## config.mk

```make
export PLATFORM = sky130hd
export DESIGN_NAME = bbox_overlay_writer
export DESIGN_NICKNAME = d
export VERILOG_FILES = /design/src/rtl/bbox_overlay_writer.sv
export SDC_FILE = /design/constraint.sdc
export NUM_CORES = 1
export LEC_CHECK = 0
export CORE_MARGIN = 2
export CORE_UTILIZATION = 59
export CTS_CLUSTER_DIAMETER = 60
export DETAILED_ROUTE_END_ITERATION = 12
export PLACE_DENSITY = 0.88
export SYNTH_ARGS = -nofsm -noshare
export SYNTH_HDL_FRONTEND = slang
export SYNTH_SLANG_ARGS = --single-unit
export TNS_END_PERCENT = 5
```

## constraint.sdc

```tcl
create_clock -name clk -period 4.94 [get_ports clk]
set_clock_uncertainty 0.2 [all_clocks]
set_input_delay 0.988 -clock clk [delete_from_list [all_inputs] [get_ports clk]]
set_output_delay 0.988 -clock clk [all_outputs]
set_load 0.03 [all_outputs]
```

## src/rtl/bbox_overlay_writer.sv

```systemverilog
// Bounding-box overlay writer.
// Requests a bounding box from the colour filter over a start/done/ack
// handshake, latches and clamps the result, then writes a one-pixel
// rectangle outline of it into the RGB444 frame buffer, one pixel per cycle.
module bbox_overlay_writer #(
  parameter int          H_RES     = 320,
  parameter int          V_RES     = 240,
  parameter logic [11:0] BOX_COLOR = 12'h0F0
) (
  input  logic        clk,
  input  logic        reset,
  input  logic        run,
  input  logic        filt_done,
  input  logic [8:0]  x_min,
  input  logic [8:0]  x_max,
  input  logic [8:0]  y_min,
  input  logic [8:0]  y_max,
  output logic        filt_start,
  output logic        filt_ack,
  output logic [16:0] wr_addr,
  output logic [11:0] wr_data,
  output logic        wr_en,
  output logic        box_valid,
  output logic        busy,
  output logic [7:0]  frame_count
);

  localparam logic [8:0]  X_LAST = 9'(H_RES - 1);
  localparam logic [8:0]  Y_LAST = 9'(V_RES - 1);
  localparam logic [16:0] ROW    = 17'(H_RES);

  typedef enum logic [3:0] {
    S_IDLE,
    S_START,
    S_WAIT_DONE,
    S_ACK,
    S_CHECK,
    S_TOP,
    S_BOTTOM,
    S_LEFT,
    S_RIGHT,
    S_FINISH
  } state_t;

  state_t      state;
  logic [8:0]  bx_min, bx_max, by_min, by_max;
  logic [8:0]  cur;
  logic [8:0]  cx_min, cx_max, cy_min, cy_max;
  logic        box_empty;

  // Saturate a coordinate to the last valid column/row.
  function automatic logic [8:0] clamp(input logic [8:0] v, input logic [8:0] lim);
    clamp = (v > lim) ? lim : v;
  endfunction

  // Linear frame-buffer address of pixel (x, y).
  function automatic logic [16:0] pix_addr(input logic [8:0] x, input logic [8:0] y);
    pix_addr = 17'(y) * ROW + 17'(x);
  endfunction

  // Clamped view of the raw latched box; only consumed in CHECK.
  assign cx_min    = clamp(bx_min, X_LAST);
  assign cx_max    = clamp(bx_max, X_LAST);
  assign cy_min    = clamp(by_min, Y_LAST);
  assign cy_max    = clamp(by_max, Y_LAST);
  assign box_empty = (cx_min > cx_max) || (cy_min > cy_max);

  // Busy is decoded purely from the registered state.
  assign busy = (state != S_IDLE);

  // Control FSM with registered handshake and write-port outputs.
  // After CHECK the box registers hold clamped values, so the draw states
  // compare the edge cursor directly against them.
  always_ff @(posedge clk or posedge reset) begin
    if (reset) begin
      state       <= S_IDLE;
      filt_start  <= 1'b0;
      filt_ack    <= 1'b0;
      wr_addr     <= '0;
      wr_data     <= '0;
      wr_en       <= 1'b0;
      box_valid   <= 1'b0;
      frame_count <= '0;
      bx_min      <= '0;
      bx_max      <= '0;
      by_min      <= '0;
      by_max      <= '0;
      cur         <= '0;
    end else begin
      filt_start <= 1'b0;
      filt_ack   <= 1'b0;
      case (state)
        S_IDLE: begin
          // A lingering done from the previous frame blocks the next start.
          if (run && !filt_done) begin
            state      <= S_START;
            filt_start <= 1'b1;
          end
        end
        S_START: state <= S_WAIT_DONE;
        S_WAIT_DONE: begin
          if (filt_done) begin
            state    <= S_ACK;
            filt_ack <= 1'b1;
          end
        end
        S_ACK: begin
          // The filter's box registers settle during its first done cycle,
          // so the box is taken at the end of ACK rather than on done.
          bx_min <= x_min;
          bx_max <= x_max;
          by_min <= y_min;
          by_max <= y_max;
          state  <= S_CHECK;
        end
        S_CHECK: begin
          bx_min <= cx_min;
          bx_max <= cx_max;
          by_min <= cy_min;
          by_max <= cy_max;
          if (box_empty) begin
            box_valid <= 1'b0;
            state     <= S_FINISH;
          end else begin
            box_valid <= 1'b1;
            state     <= S_TOP;
            cur       <= cx_min;
            wr_en     <= 1'b1;
            wr_data   <= BOX_COLOR;
            wr_addr   <= pix_addr(cx_min, cy_min);
          end
        end
        S_TOP: begin
          if (cur == bx_max) begin
            state   <= S_BOTTOM;
            cur     <= bx_min;
            wr_addr <= pix_addr(bx_min, by_max);
          end else begin
            cur     <= cur + 9'd1;
            wr_addr <= wr_addr + 17'd1;
          end
        end
        S_BOTTOM: begin
          if (cur == bx_max) begin
            state   <= S_LEFT;
            cur     <= by_min;
            wr_addr <= pix_addr(bx_min, by_min);
          end else begin
            cur     <= cur + 9'd1;
            wr_addr <= wr_addr + 17'd1;
          end
        end
        S_LEFT: begin
          if (cur == by_max) begin
            state   <= S_RIGHT;
            cur     <= by_min;
            wr_addr <= pix_addr(bx_max, by_min);
          end else begin
            cur     <= cur + 9'd1;
            wr_addr <= wr_addr + ROW;
          end
        end
        S_RIGHT: begin
          if (cur == by_max) begin
            state   <= S_FINISH;
            wr_en   <= 1'b0;
            wr_data <= '0;
            wr_addr <= '0;
          end else begin
            cur     <= cur + 9'd1;
            wr_addr <= wr_addr + ROW;
          end
        end
        S_FINISH: begin
          frame_count <= frame_count + 8'd1;
          if (run && !filt_done) begin
            state      <= S_START;
            filt_start <= 1'b1;
          end else begin
            state <= S_IDLE;
          end
        end
        default: state <= S_IDLE;
      endcase
    end
  end

endmodule

```

After elaboration in Yosys (flattened, before gate mapping)

Index checks and enable logic that the tools add are counted.

Add/subtract/negate cells: 8
Eq/ne operators: 19
Multipliers: 3
Multiplexer cells: 40
Reduce and logical (&&, ||, !) cells: 13
Order comparisons: 6

Operators with widths:

| operator                                                                         | count |
|---|---|
| 17-bit two-way mux                                                               | 5 |
| 17-bit one-hot mux with 5 select lines                                           | 1 |
| 9-bit two-way mux                                                                | 9 |
| 9-bit one-hot mux with 2 select lines                                            | 4 |
| 17-bit by 9-bit adder with 17-bit output                                         | 4 |
| 9-bit one-hot mux with 5 select lines                                            | 1 |
| 4-bit one-hot mux with 10 select lines                                           | 1 |
| 9-bit by 3-bit multiplier with 11-bit output (second input constant)             | 3 |
| 4-bit two-way mux                                                                | 7 |
| 12-bit two-way mux                                                               | 2 |
| 12-bit one-hot mux with 2 select lines                                           | 1 |
| 9-bit equality test                                                              | 2 |
| 9-bit by 8-bit greater-than comparator with 1-bit output (second input constant) | 2 |
| 9-bit greater-than comparator                                                    | 2 |
| 9-bit greater-than comparator (second input constant)                            | 2 |
| 17-bit by 1-bit adder with 17-bit output (second input constant)                 | 1 |
| 17-bit by 9-bit adder with 17-bit output (second input constant)                 | 1 |
| 4-bit by 3-bit equality test with 1-bit output (second input constant)           | 4 |
| 2-bit inequality test (second input constant)                                    | 8 |
| 9-bit by 1-bit adder with 9-bit output (second input constant)                   | 1 |
| 8-bit by 1-bit adder with 8-bit output (second input constant)                   | 1 |
| 4-bit by 2-bit equality test with 1-bit output (second input constant)           | 2 |
| 4-bit equality test (second input constant)                                      | 2 |
| 1-bit two-way mux                                                                | 8 |
| other kinds (13)                                                                 | 15 |

Register bits after elaboration: 90
Logic and storage cells: 102
Input bits: 40

Logic depth before layout (Yosys ltp)

Depth in word-level cells: 6
Gate-level depth with buffers: 14
Gate-level depth less buffers: 14

Worst setup path before layout

OpenSTA, ideal clock, no wires.

Kind: reg2reg
From: register by_min[7]
To: register wr_addr[16]
Arrival: 3463 ps
Period minus slack after synthesis: 3797 ps
Buffers on the path: 0
Cell stages (with the launch flop): 15
Setup time: 133 ps
Slack: 1143 ps
Cells stage by stage: dfrtp_1 and3_1 a21o_1 or2_2 ha_1 ha_1 fa_1 a211oi_1 nor2_1 xor2_1 and3_1 a31o_2 a31o_2 o31ai_1 a32oi_1

Longest elaborated chain between the ends: 6
Elaborated cells on any way between the ends: 15
Those cells by class: 3 x add/sub; 2 x mul; 2 x order compare; 1 x eq/ne; 5 x mux; 2 x reduce/logical

RTL lines:

| element                                                                                              | line   | source |
|---|---|---|
| from (decl)                                                                                          | 46     | `logic [8:0] bx_min, bx_max, by_min, by_max;` |
| from (signal assigned)                                                                               | 112    | `by_min <= y_min;` |
| from (signal assigned)                                                                               | 119    | `by_min <= cy_min;` |
| 9-bit by 8-bit greater-than comparator with 1-bit output                                             | 53     | `clamp = (v > lim) ? lim : v;` |
| 9-bit two-way mux                                                                                    | 53     |  |
| 9-bit by 3-bit multiplier with 11-bit output / 9-bit greater-than comparator (equally long branches) | 58, 66 |  |
| 17-bit by 9-bit adder with 17-bit output / 1-bit logical OR (equally long branches)                  | 58, 66 |  |
| 17-bit two-way mux / 2-bit inequality test (equally long branches)                                   | n/a    |  |
| 17-bit one-hot mux with 5 select lines / 2-bit AND reduction (equally long branches)                 | n/a    |  |
| to (signal assigned)                                                                                 | 130    | `wr_addr <= pix_addr(cx_min, cy_min);` |
| to (signal assigned)                                                                                 | 137    | `wr_addr <= pix_addr(bx_min, by_max);` |
| to (signal assigned)                                                                                 | 140    | `wr_addr <= wr_addr + 17'd1;` |
| to (decl)                                                                                            | 20     | `output logic [16:0] wr_addr,` |

Parallel ways exist; a longest one is shown, timed or not. The select of a mux whose other input is x is not followed.
A chain may end at the register's enable or synchronous reset.

Worst setup path in the final report

From: register by_min[5]
To: register wr_addr[16]

The elaborated chain is that of the path after synthesis.

==> run summary <==
Status: finished clean
TritonCTS clock tree: done
Core box area: 12600 um^2
DP Area: 8350 um^2
GRT Total Usage: 0.312
Area delta synth->final: 14.3%
Rows: 41
Worst min-delay path category: flip-flop to flip-flop
Placed Instances: 1120
Synth Instances: 910
GRT Residual Overflow: 0
Worst Path Max Fanout: 7
CP peak stage delay: 0.46 ns
Clock Pin Slew Worst Setup and Hold Paths: 0.06 ns
Synth area leader: dfrtp_1
Synthesized area: 7570 um^2
Setup-failing EPs final: 0
HPWL after DPL: 15900 um
Post-DR vias/cell: 6.45
Final non-filler cell total: 1136
Gpl congestion: 0.992
Most common cell in the synthesized netlist: nand2_1
Hold path depth: 1
Post-synth EDFFs: 0
Die area: 13800 um^2
CTS sink cnt: 78
Hold Buf Count CTS: 0
Clk buf depth: 2
Slew margin rel.: 0.371
Period Utilization, post-route: 0.849
Die H: 117 um
CP arrival: 4.21 ns
Reg2reg path depth: 14
# diodes: 0
Worst setup EP type: flip-flop
Die Span X: 117 um
Final worst slack: 0.748 ns
Unique masters post-synth: 83
Peak supply drop: 0.171 mV
Port Buffers: 73
Remaining DRCs: 0
Crit start category: flip-flop
Clock Latency Late Sink: 0.35 ns
Yosys warns: 0
Avg WL per Cell: 18.6 um
Max-Cap Viols: 0
Async set or reset register ratio after synthesis: 1.00
Clock root cell: clkbuf_16
Final Instance Area: 8650 um^2
Setup Buffers After CTS: 0
Seq cells post-synth: 78
Final Max Slew Viols: 0
TritonRoute pass-1 iters: 5
Synth cell count leaders: nand2_1 (125), dfrtp_1 (78), ha_1 (75), nor2_1 (72), nand3_1 (50)
RSZ-0062 raised after global routing: false
Sequential-to-total area share from yosys stat: 0.258
Total number of vias: 7332
Vias in the first global route: 6400
H-tree depth: 3
Leak: 0.00372 uW
Worst-margin pin slew: 0.942 ns
Worst slack, placed: 0.862 ns
Synth top area cells: dfrtp_1 (26%), ha_1 (12%), nand2_1 (6.2%)
Yosys top cell area share: 0.258
Detailed Route Iter0 Violations: 831
Crit-path cells: and3_1 -> a21o_1 -> or2_2 -> ha_1 -> ha_1 -> fa_1 -> a211oi_1 -> nor2_1 -> xor2_1 -> and3_1 -> a31o_2 -> a31o_2 -> o31ai_1 -> a32oi_1
Global-route wire length before repair: 33300 um
Nets: 1081
Wirelength, routed: 21100 um
Layout cell share with drive strength beyond 1: 0.0716
Synth Area per Inst: 8.32 um^2
Minimum clock period: 4.19 ns
Num CTS Buffers: 9
Fmax: 239 MHz
Post-cts sizing count: 0
IO Pins: 82
Largest net degree at the start of global routing: 50
Final setup TNS: 0 ns
Type of the worst setup path: flip-flop to flip-flop
Crit-path slowest cell: dfrtp_1
Post-synth top flop: dfrtp_1
Pwr dens: 161 nW/um^2
WP data required: 4.95 ns
Final ANT Viol Nets: 0
Initial antenna violation count: 0
Endpoints failing hold: 0
Initial Util: 0.602
[path summary, 6_finish.rpt]
kind | startpoint | endpoint | slack (ns)
min reg2reg | frame_count[7]$_DFFE_PP0P_ | frame_count[7]$_DFFE_PP0P_ | 0.27
min | frame_count[7]$_DFFE_PP0P_ | frame_count[7]$_DFFE_PP0P_ | 0.27
max in group asynchronous | reset | by_min[7]$_DFFE_PP0P_ | 2.76
max | by_min[5]$_DFFE_PP0P_ | wr_addr[16]$_DFFE_PP0P_ | 0.75
min in group asynchronous | reset | wr_data[6]$_DFFE_PP0P_ | 0.89
max reg2reg | by_min[5]$_DFFE_PP0P_ | wr_addr[16]$_DFFE_PP0P_ | 0.75
[worst max-delay path: cells and delay by family (launching register included)]
kind            cells  cell delay [ns]
compound gates      6             1.35
simple gates        4             0.91
flops               1             0.46
xor+xnor            1             0.18
fa+ha+maj           3             0.96
[cell families after synthesis]
logic type | share of synthesized area
mux | 0.0159
simple gates | 0.229
other cells | 0.000992
buf+inv | 0.0453
compound gates | 0.210
xor+xnor | 0.0992
flops | 0.258
fa+ha+maj | 0.142
[per-layer routing]
| metal | up-vias | part of all wire | global-route usage |
|---|---|---|---|
| li1 | 3393 | - | - |
| met5 | - | 0 | 0 |
| met3 | 54 | 0.10 | 0.0587 |
| met1 | 3479 | 0.43 | 0.450 |
| met2 | 406 | 0.44 | 0.475 |
| met4 | 0 | 0.027 | 0.0973 |
[cells in the final DEF (no fill, tap or decap), drive strengths merged, types with 8 or more instances in the layout]
cell type	instances
nor3	11
and3	14
o21ai	40
inv	21
mux2	8
o211ai	10
nand4	9
a211oi	10
xor2	36
buf	8
nor4	8
dfrtp	78
a31oi	11
a22o	12
o22ai	11
nand2	125
nand2b	8
or2	20
a21o	21
a21oi	43
conb	11
clkdlybuf4s50	73
xnor2	48
nand3	50
nor2	74
ha	75
clkbuf	12
[where the power goes]
group	total, uW	internal [uW]	switching [uW]
clock network	689	409	281
logic	68.1	34.0	34.1
registers	639	639	0
total	1400	1080	315
[registers in the layout, summed over array words and instances (netlist names)]
signal	cells
bx_min	9
box_valid	1
filt_start	1
wr_data	1
bx_max	9
wr_addr	17
state	4
frame_count	8
by_min	9
by_max	9
filt_ack	1
cur	9
[through the flow]
step,util,total power [uW],hold WS [ns]
6_report,0.689,1400,0.273
5_1_grt,0.689,1430,0.295
4_1_cts,0.689,1390,0.282
3_5_place_dp,0.665,719,0.270
3_3_place_gp,0.665,718,0.262
2_1_floorplan,-,685,0.279
[layout make-up]
type                       instances  area [um^2]
tap                              172          215
clock buffer                      12          246
timing repair buffer              81          791
multi-input combinational        768         5320
sequential                        78         1950
inverter                          21         80.1
fill                            1031         3910
clock inverter                     4         55.1
(Power assumes the default switching activity.)
